**config.mk**
```make
export PLATFORM = sky130hd
export DESIGN_NAME = cpu_run_ctrl
export DESIGN_NICKNAME = d
export VERILOG_FILES = /design/src/rtl/cpu_run_ctrl.sv
export SDC_FILE = /design/constraint.sdc
export NUM_CORES = 1
export LEC_CHECK = 0
export ABC_AREA = 0
export CELL_PAD_IN_SITES_DETAIL_PLACEMENT = 0
export CELL_PAD_IN_SITES_GLOBAL_PLACEMENT = 1
export CORE_MARGIN = 4
export CORE_UTILIZATION = 48
export DETAILED_ROUTE_END_ITERATION = 12
export PLACE_DENSITY_LB_ADDON = 0.1
export SLEW_MARGIN = 20
export SYNTH_ARGS = -nofsm -noshare
export SYNTH_HDL_FRONTEND = slang
export SYNTH_SLANG_ARGS = --single-unit
```
**constraint.sdc**
```tcl
create_clock -name clk_100mhz -period 3.8 [get_ports clk_100mhz]
set_input_delay 0.76 -clock clk_100mhz [delete_from_list [all_inputs] [get_ports clk_100mhz]]
set_output_delay 0.76 -clock clk_100mhz [all_outputs]
set_load 0.01 [all_outputs]
```
**src/rtl/cpu_run_ctrl.sv**
```systemverilog
// cpu_run_ctrl
//   Run-control sequencer for the soft RISC CPU. Turns the 100 MHz board
//   clock into a single-cycle clock-enable pulse for the CPU core in one of
//   four modes: halted, single-step, slow run (SLOW_DIV cycles per pulse)
//   and fast run (FAST_DIV cycles per pulse). A CPU-raised halt_req locks
//   the sequencer until the resume button is pressed.
//
// Ports
//   clk_100mhz  in   board clock, rising edge
//   reset       in   asynchronous active-low reset
//   mode_sel    in   [1:0] 00 halt, 01 step, 10 slow run, 11 fast run
//   step_req    in   step button level (rising edge acts)
//   halt_req    in   CPU lock-halt request level
//   resume      in   resume button level (rising edge acts)
//   cpu_ce      out  registered one-cycle CPU clock-enable pulse
//   state       out  [1:0] 00 HALT, 01 RUN, 10 STEP, 11 LOCK
//   step_count  out  [15:0] pulses issued, wraps modulo 2^16
//   tick_led    out  toggles on every pulse

module cpu_run_ctrl #(
    parameter int SLOW_DIV = 100_000_000,
    parameter int FAST_DIV = 100_000,
    parameter int CNT_W    = 27
) (
    input  logic        clk_100mhz,
    input  logic        reset,
    input  logic [1:0]  mode_sel,
    input  logic        step_req,
    input  logic        halt_req,
    input  logic        resume,
    output logic        cpu_ce,
    output logic [1:0]  state,
    output logic [15:0] step_count,
    output logic        tick_led
);

    typedef enum logic [1:0] {
        HALT = 2'b00,
        RUN  = 2'b01,
        STEP = 2'b10,
        LOCK = 2'b11
    } state_t;

    // Terminal counts: the divider fires when the counter reaches DIV-1.
    localparam logic [CNT_W-1:0] SLOW_LAST = CNT_W'(SLOW_DIV - 1);
    localparam logic [CNT_W-1:0] FAST_LAST = CNT_W'(FAST_DIV - 1);

    state_t           st;
    logic [CNT_W-1:0] cnt;
    logic             step_q;
    logic             resume_q;
    logic [CNT_W-1:0] div_last;
    logic             step_rise;
    logic             resume_rise;

    // Divider length follows mode_sel[0] every cycle, so a live speed
    // switch takes effect immediately.
    assign div_last    = mode_sel[0] ? FAST_LAST : SLOW_LAST;
    assign step_rise   = step_req & ~step_q;
    assign resume_rise = resume & ~resume_q;
    assign state       = st;

    always_ff @(posedge clk_100mhz or negedge reset) begin
        if (!reset) begin
            st         <= HALT;
            cnt        <= '0;
            step_q     <= 1'b0;
            resume_q   <= 1'b0;
            cpu_ce     <= 1'b0;
            step_count <= '0;
            tick_led   <= 1'b0;
        end else begin
            step_q   <= step_req;
            resume_q <= resume;
            cpu_ce   <= 1'b0;

            unique case (st)
                HALT: begin
                    if (halt_req) begin
                        st <= LOCK;
                    end else if (mode_sel[1]) begin
                        st  <= RUN;
                        cnt <= '0;
                    end else if (mode_sel == 2'b01 && step_rise) begin
                        // Pulse is launched on the transition so it is high
                        // for exactly the one cycle spent in STEP.
                        st         <= STEP;
                        cpu_ce     <= 1'b1;
                        step_count <= step_count + 16'd1;
                        tick_led   <= ~tick_led;
                    end
                end

                STEP: begin
                    // The pulse already issued; halt_req only picks the exit.
                    st <= halt_req ? LOCK : HALT;
                end

                RUN: begin
                    if (halt_req) begin
                        st  <= LOCK;
                        cnt <= '0;
                    end else if (!mode_sel[1]) begin
                        st  <= HALT;
                        cnt <= '0;
                    end else if (cnt >= div_last) begin
                        // >= so a slow->fast switch with a large residual
                        // count fires at once instead of wrapping.
                        cnt        <= '0;
                        cpu_ce     <= 1'b1;
                        step_count <= step_count + 16'd1;
                        tick_led   <= ~tick_led;
                    end else begin
                        cnt <= cnt + 1'b1;
                    end
                end

                LOCK: begin
                    // Resume always drops to HALT; a still-high halt_req
                    // re-locks from there on the following cycle.
                    if (resume_rise) st <= HALT;
                end

                default: st <= HALT;
            endcase
        end
    end

endmodule

```
== Word level (Yosys, flattened, before mapping) ==
Cells that the tools add are included.

* Bits in registers: 49
* Bits of input ports: 7
* Output and inout port bits: 20

* Reduce and logical (&&, ||, !) cells: 6
* Bitwise logic cells: 5
* Order comparisons: 1
* Mux-type cells: 36
* Equality and inequality tests: 14
* $add $sub $neg: 2

{| class="wikitable"
|+ Operators by type and width
! kind !! count
|-
| $mux W27 || 6
|-
| $mux W16 || 6
|-
| $pmux W27 S2 || 1
|-
| $pmux W16 S2 || 1
|-
| $add A27 B1 Y27 const B || 1
|-
| $ge A27 B27 Y1 || 1
|-
| $add A16 B1 Y16 const B || 1
|-
| $ne A2 B2 Y1 const B || 8
|-
| $mux W2 || 7
|-
| $mux W1 || 12
|-
| $pmux W2 S4 || 1
|-
| $reduce_and A7 Y1 || 1
|-
| $reduce_and A3 Y1 || 2
|-
| $eq A2 B1 Y1 const B || 2
|-
| $eq A2 B2 Y1 const B || 2
|-
| $ne A4 B4 Y1 const B || 1
|-
| $pmux W1 S2 || 2
|-
| $ne A3 B3 Y1 const B || 1
|-
| $not A1 Y1 || 3
|-
| $and A1 B1 Y1 || 2
|-
| $logic_not A2 Y1 || 1
|-
| $reduce_bool A2 Y1 || 1
|-
| $logic_and A1 B1 Y1 || 1
|}

== Depth between registers and ports, before layout ==
Gate-level depths: netlist (run 1).

* Word-level depth: 7
* Mapped depth: 10

== Worst setup path before layout (run 1) ==
OpenSTA, ideal clock, no wires.

* Path kind: input to register
* Start: input mode_sel[0]
* End: register step_count[1]
* Path buffers: 1
* Cell stages on the path: 7
* Arrival time: 2.747 ns
* Path slack: 0.928 ns
* Cells stage by stage: ha_1 a211o_1 o311ai_2 o21ai_2 o41ai_4 buf_6 mux2_2

* Word-level cells in the longest chain between the ends: 4

{| class="wikitable"
|+ RTL lines
! element !! line !! source
|-
| start, declared || 27 || <nowiki>input logic [1:0] mode_sel,</nowiki>
|-
| $mux W27 / $eq A2 B1 Y1 (equally long branches) || 58, 84 ||
|-
| $ge A27 B27 Y1 / $logic_and A1 B1 Y1 (equally long branches) || 106, 84 ||
|-
| $ne A2 B2 Y1 (no source line) || - ||
|-
| $reduce_and A7 Y1 (no source line) * || - ||
|-
| end signal, assigned || 89 || <nowiki>step_count <= step_count + 16'd1;</nowiki>
|-
| end signal, assigned || 111 || <nowiki>step_count <= step_count + 16'd1;</nowiki>
|-
| end, declared || 33 || <nowiki>output logic [15:0] step_count,</nowiki>
|}

Every way passes the cells marked *; elsewhere a longest branch is shown, timed or not.
A chain may end at the register's enable or synchronous reset.

== Worst setup path in the final report (run 1) ==
Ends and elaborated chain as after synthesis.

==> impl_metrics.csv, run 1 <==
group,metric,value,unit
final_layout,fin_cells,416,
place,dpl.cell_count,408,
setup_path,critPathKind,"in -> reg",
floorplanning,die_y,86.1,um
timing,fin_crit,3.17,ns
setup_path,required,3.99,ns
final_layout,mostFrequentLayoutCells,"dfrtp_1, nand2_1, a31oi_1, clkdlybuf4s50_1, a21oi_1",
final_layout,drive_gt1_frac,0.0616,
floorplanning,die_w,86.1,um
clocking,cts-resized-gates,0,
final_layout,layout-area-overhead-vs-synth,14.9,%
setup_path,arrival,3.36,ns
clocking,hold_buffers,0,
synthesis,syn_avg_cell_area,9.36,um^2
timing,rsz0062_at_grt,"false",
power_and_ir_drop,p_switching,0.471,mW
clocking,cts_htree_levels,2,
grt,grt_pass1_vias,2352,
power_and_ir_drop,p_clk_frac,0.271,
synthesis,ys.flop_type,"dfrtp_1",
setup_path,worst-path-buf-inv,2,
worst_hold_path,hold_class,"reg -> reg",
final_layout,antenna_cells,0,
clocking,clk_path_buf_depth,2,
setup_path,slowest_delay,0.64,ns
synthesis,async_flop_share,1.00,
final_layout,final_nets,365,
timing,max_freq,316,MHz
power_and_ir_drop,vdd_drop_max,0.000292,V
synthesis,synthCells,313,
clocking,clkTransAtPathRegs,0.09,ns
grt,antenna_found_initial,0,
power_and_ir_drop,swShare,0.328,
outcome,status,"finished clean",
power_and_ir_drop,seq_power_share,0.436,
floorplanning,die_area,7420,um^2
route,ant_nets,0,
setup_path,cp_top_family,"compound AO/OA/AOI/OAI gates",
synthesis,ys_seq_area_frac,0.418,
timing,fin_worst_skew,0.00441,ns
place,port_buffers,26,
synthesis,synthesis.area,2930,um^2
power_and_ir_drop,leakagePower,1.47,nW
grt,grt_max_degree,52,
timing,post-route-period-util,0.833,
synthesis,synth_warnings,0,
floorplanning,ios,27,
clocking,clk_latency,0.30,ns
setup_path,crit_slowest_cell,"clkdlybuf4s50_1",
timing,hold_violations,0,
run,maxCapViolCount,0,
clocking,cts_tree,"built",
floorplanning,core.rowCount,28,
clocking,cts_inserted_buffers,5,
timing,drv_slew,0,
synthesis,syn-num-nets,338,
clocking,cts_sinks,49,
setup_path,crit_path_start_kind,"input port",
power_and_ir_drop,internal-power,0.964,mW
power_and_ir_drop,pwr-share-comb,0.294,
route,wl_per_cell,15.2,um
route,routed_wl,6.34,mm
grt,overflow,0,
power_and_ir_drop,power.density,427,nW/um^2
route,viasPerCell,5.74,
place,gp_congestion,0.795,
grt,grt_pass1_wl,11.2,mm
setup_path,crit_fanout,17,
synthesis,synth_edf_count,0,
setup_path,cp-end-kind,"flip-flop",
route,num_vias,2386,
place,place_hpwl,4.47,mm
clocking,post-cts-setup-buffers,0,
route,dr.pass1.iters,4,
timing,worst_pin_slew,0.713,ns
setup_path,crit_chain,"clkdlybuf4s50_1, ha_1, a211o_1, o311ai_2, o21ai_2, o41ai_4, buf_4, mux2_2",
clocking,clockRootBuffer,"clkbuf_8",
timing,setup_tns,0,ns
synthesis,synth.distinct_cells,49,
final_layout,final_common_cell,"dfrtp_1",
timing,setup_viol,0,
floorplanning,core_area,5920,um^2
floorplanning,start_util,0.495,
synthesis,synth_seq_cells,49,
route,drt-initial-drc-count,132,
timing,relSlewSlack,0.525,
route,drc_errors,0,
grt,grt_usage,0.188,
## final cells by class
type / instances / area [um^2]
Fill cell: 529 / 2550
Multi-Input combinational cell: 233 / 1550
Sequential cell: 49 / 1230
Timing Repair Buffer: 31 / 305
Tap cell: 75 / 93.8
Clock buffer: 7 / 86.3
Inverter: 20 / 75.1
Clock inverter: 1 / 30.0
## layer usage
metal	up-vias	GRT usage	part of all wire
li1	1209	-	-
met1	1140	0.266	0.52
met2	31	0.301	0.44
met3	6	0.0288	0.023
met4	0	0.0460	0.011
met5	-	0	0
## synth_stat cells, drive strengths merged (2+ instances only)
library cell	instances	share of area
o21ai	18	0.032
nor4	5	0.016
inv	20	0.026
a41oi	4	0.012
or3	4	0.0085
nor2	16	0.020
clkbuf	4	0.0051
a211o	2	0.0060
nand2b	3	0.0064
a21oi	24	0.041
buf	7	0.022
xnor2	7	0.021
dfrtp	49	0.42
nand4	8	0.017
and3	2	0.0043
and2	4	0.0085
nand2	28	0.036
a31oi	25	0.053
mux2	2	0.0077
nor3	9	0.015
and4	2	0.0060
ha	18	0.077
and4b	3	0.010
xor2	9	0.027
nand3b	4	0.010
nand3	17	0.029
## power by group through the flow
| stage | combinational [mW] | clock [mW] | sequential (mW) |
|---|---|---|---|
| after floorplan | 0.259 | 0 | 0.639 |
| after global placement | 0.418 | 0 | 0.636 |
| after detailed placement | 0.422 | 0 | 0.637 |
| after CTS | 0.424 | 0.400 | 0.627 |
| after global routing | 0.469 | 0.426 | 0.636 |
| final | 0.421 | 0.389 | 0.626 |
## path summary, 6_finish.rpt
check	from	slack (ns)	to	cells past startpoint
worst max-delay path	mode_sel[0]	0.63	step_count[1]$_DFFE_PN0P_	8
worst min-delay path	tick_led$_DFFE_PN0P_	0.49	tick_led$_DFFE_PN0P_	1
worst max register to register	cnt[18]$_DFFE_PN0P_	1.31	step_count[1]$_DFFE_PN0P_	7
worst min register to register	tick_led$_DFFE_PN0P_	0.49	tick_led$_DFFE_PN0P_	1
max in group asynchronous	reset	2.57	cnt[17]$_DFFE_PN0P_	2
min in group asynchronous	reset	0.50	state[0]$_DFFE_PN0P_	1
## per-stage QoR
step	utilization	setup slack, ns	total power, mW	hold slack (ns)	instance area [um^2]
2_1_floorplan	-	0.928	0.898	0.450	2930
3_3_place_gp	0.549	0.316	1.05	0.459	3250
3_5_place_dp	0.549	0.315	1.06	0.474	3250
4_1_cts	0.568	0.642	1.45	0.490	3370
5_1_grt	0.568	0.485	1.53	0.523	3370
6_report	0.568	0.633	1.44	0.486	3370
## flip-flops by register name, summed over array words and instances, names as in the netlist
signal,cells
cnt,27
step_count,16
state,2
cpu_ce,1
resume_q,1
step_q,1
tick_led,1
## kinds of logic (layout without fill, tap and decap cells)
family                   Yosys count  in the layout  synth area share
XOR/XNOR                          16             16            0.0478
multiplexers                       3              3            0.0111
buffers and inverters             31             59            0.0529
AND/OR/NAND/NOR                  110            110             0.202
adder cells (fa/ha/maj)           18             18            0.0769
AO/OA/AOI/OAI                     86             86             0.190
flip-flops                        49             49             0.418
Power figures use the tool's default switching activity.
==> inputs of run 2 (changes only) <==
Settings changed: CORE_UTILIZATION 48 to 40.
Clock period 3.8 ns to 2.6 ns, I/O delays scaled along.
==> run 2 against run 1 <==
Compared with the run above: clock power grew 70%; final cell count up 8.2%; setup slack worse by 0.55 ns; via count increased by 4.3%; core utilization fell by 5.6 points; wire length increased by 3.1%; critical path type unchanged.
==> impl_metrics.csv, run 2 (same netlist as run 1, synthesis figures left out) <==
group,metric,value,unit
outcome,status,"finished clean",
timing,hold_violations,0,
setup_path,required,2.80,ns
setup_path,crit_fanout,8,
grt,grt_pass1_wl,11.3,mm
place,place_ws,-0.551,ns
setup_path,r2r_start,"cnt[18]$_DFFE_PN0P_",
clocking,clk_latency,0.31,ns
final_layout,final_nets,378,
route,num_vias,2489,
floorplanning,core_area,6940,um^2
power_and_ir_drop,vdd_drop_max,0.000314,V
grt,antenna_found_initial,0,
clocking,hold_buffers,0,
place,port_buffers,26,
floorplanning,ios,27,
final_layout,drive_gt1_frac,0.113,
final_layout,top_register,"cnt",
route,ant_nets,0,
timing,max_freq,397,MHz
setup_path,r2r_setup_slack,0.10,ns
floorplanning,start_util,0.422,
setup_path,arrival,2.72,ns
timing,relSlewSlack,0.704,
clocking,clkTransAtPathRegs,0.09,ns
run,maxCapViolCount,0,
floorplanning,die_area,8760,um^2
final_layout,fill_cells,666,
place,place_hpwl,4.57,mm
route,routed_wl,6.53,mm
worst_hold_path,hold_class,"in -> async",
timing,setup_viol,0,
setup_path,rr_worst_depth,7,
power_and_ir_drop,power.density,626,nW/um^2
clocking,cts_htree_levels,2,
grt,grt_max_degree,32,
timing,finalWorstSetupSlack,0.0802,ns
route,viasPerCell,5.53,
final_layout,mostFrequentLayoutCells,"dfrtp_1, nand2_1, a31oi_1",
final_layout,final_common_cell,"dfrtp_1",
route,wl_per_cell,14.5,um
clocking,cts_inserted_buffers,5,
route,drt-initial-drc-count,134,
clocking,cts_tree,"built",
final_layout,largest_reg_flops,27,
timing,worst_pin_slew,0.442,ns
floorplanning,core.rowCount,30,
power_and_ir_drop,leakagePower,1.56,nW
final_layout,antenna_cells,0,
grt,overflow,0,
place,gp_congestion,0.731,
timing,post-route-period-util,0.969,
setup_path,rr_endpoint,"step_count[1]$_DFFE_PN0P_",
timing,fin_crit,2.52,ns
setup_path,crit_path_start_kind,"input port",
timing,whs,0.138,ns
timing,drv_slew,0,
final_layout,layout-area-overhead-vs-synth,21.4,%
clocking,clk_path_buf_depth,2,
floorplanning,die_y,93.6,um
route,drc_errors,0,
clocking,cts_sinks,49,
grt,grt_pass1_vias,2335,
route,dr.pass1.iters,4,
timing,fin_worst_skew,0.00766,ns
floorplanning,die_w,93.6,um
setup_path,cp-end-kind,"flip-flop",
grt,grt_usage,0.161,
timing,rsz0062_at_grt,"true",
clocking,clockRootBuffer,"clkbuf_8",
setup_path,critPathKind,"in -> reg",
[run 2: cell count changes in the layout (fill, tap and decap cells not counted), moves of 2 or more]
cell and delta:
buf_4 +10, o21ai_0 -5, o21ai_1 +5, buf_6 +2, nor4_1 -2, nor4_2 +2
[run 2: per-layer routing]
layer / part of all wire / track usage / routed length [um]
met4: 0.015 / 0.0542 / 95
met1: 0.49 / 0.231 / 3220
met5: 0 / 0 / 0
met2: 0.46 / 0.247 / 2980
met3: 0.036 / 0.0274 / 237
[run 2: how the worst max path moves through the flow]
stage	startpoint	to	slack [ns]	cells past startpoint
detailed placement	mode_sel[0]	cnt[18]$_DFFE_PN0P_	-0.55	10
floorplan	mode_sel[0]	step_count[1]$_DFFE_PN0P_	0.04	7
CTS	mode_sel[0]	step_count[14]$_DFFE_PN0P_	0.05	10
global route	mode_sel[0]	cnt[21]$_DFFE_PN0P_	-0.02	9
finish	mode_sel[0]	step_count[1]$_DFFE_PN0P_	0.08	8
global placement	mode_sel[0]	step_count[10]$_DFFE_PN0P_	-0.56	10
[run 2: final cells by class]
| cell class | instances | area (um^2) | share of cell area |
|---|---|---|---|
| inverters | 20 | 75.1 | 0.0211 |
| repair buffers | 44 | 429 | 0.121 |
| multi-input cells | 233 | 1570 | 0.442 |
| clock inverters | 3 | 65.1 | 0.0183 |
| flip-flops and latches | 49 | 1230 | 0.345 |
| well taps | 96 | 120 | 0.0338 |
| clock buffers | 5 | 68.8 | 0.0193 |
[run 2: timing repair]
item,in CTS,in global routing
cloned,1,0
buffers inserted,1,0
pin swaps,5,2
setup endpoints to repair,45,16
resized for setup,8,8
[run 2: through the flow]
step	utilization	cell area (um^2)	instances	power, mW	TNS [ns]
floorplan	-	2930	313	1.31	0
global placement	0.484	3360	440	1.57	-18.99
detailed placement	0.484	3360	440	1.57	-20.82
CTS	0.512	3560	450	2.26	0
global route	0.512	3560	450	2.37	-0.0535
finish	0.512	3560	450	2.23	0
[run 2: where the power goes]
| group | total [mW] | internal, mW | switching (mW) |
|---|---|---|---|
| logic | 0.654 | 0.292 | 0.362 |
| registers | 0.912 | 0.832 | 0.0799 |
| clock network | 0.660 | 0.383 | 0.278 |
| total | 2.23 | 1.51 | 0.720 |
[run 2: worst max-delay path, cell delays in order]
cell and delay [ns]:
clkdlybuf4s15_2 0.22, ha_1 0.32, a211o_1 0.31, o311ai_2 0.30, o21ai_2 0.15, o41ai_4 0.39
buf_12 0.18, mux2_2 0.32
==> inputs of run 3 (changes only) <==
Settings changed: CAP_MARGIN set to 5, GPL_TIMING_DRIVEN set to 1.
==> results of run 3 <==
The final DEF is identical to that of run 2; final timing and power are the same.
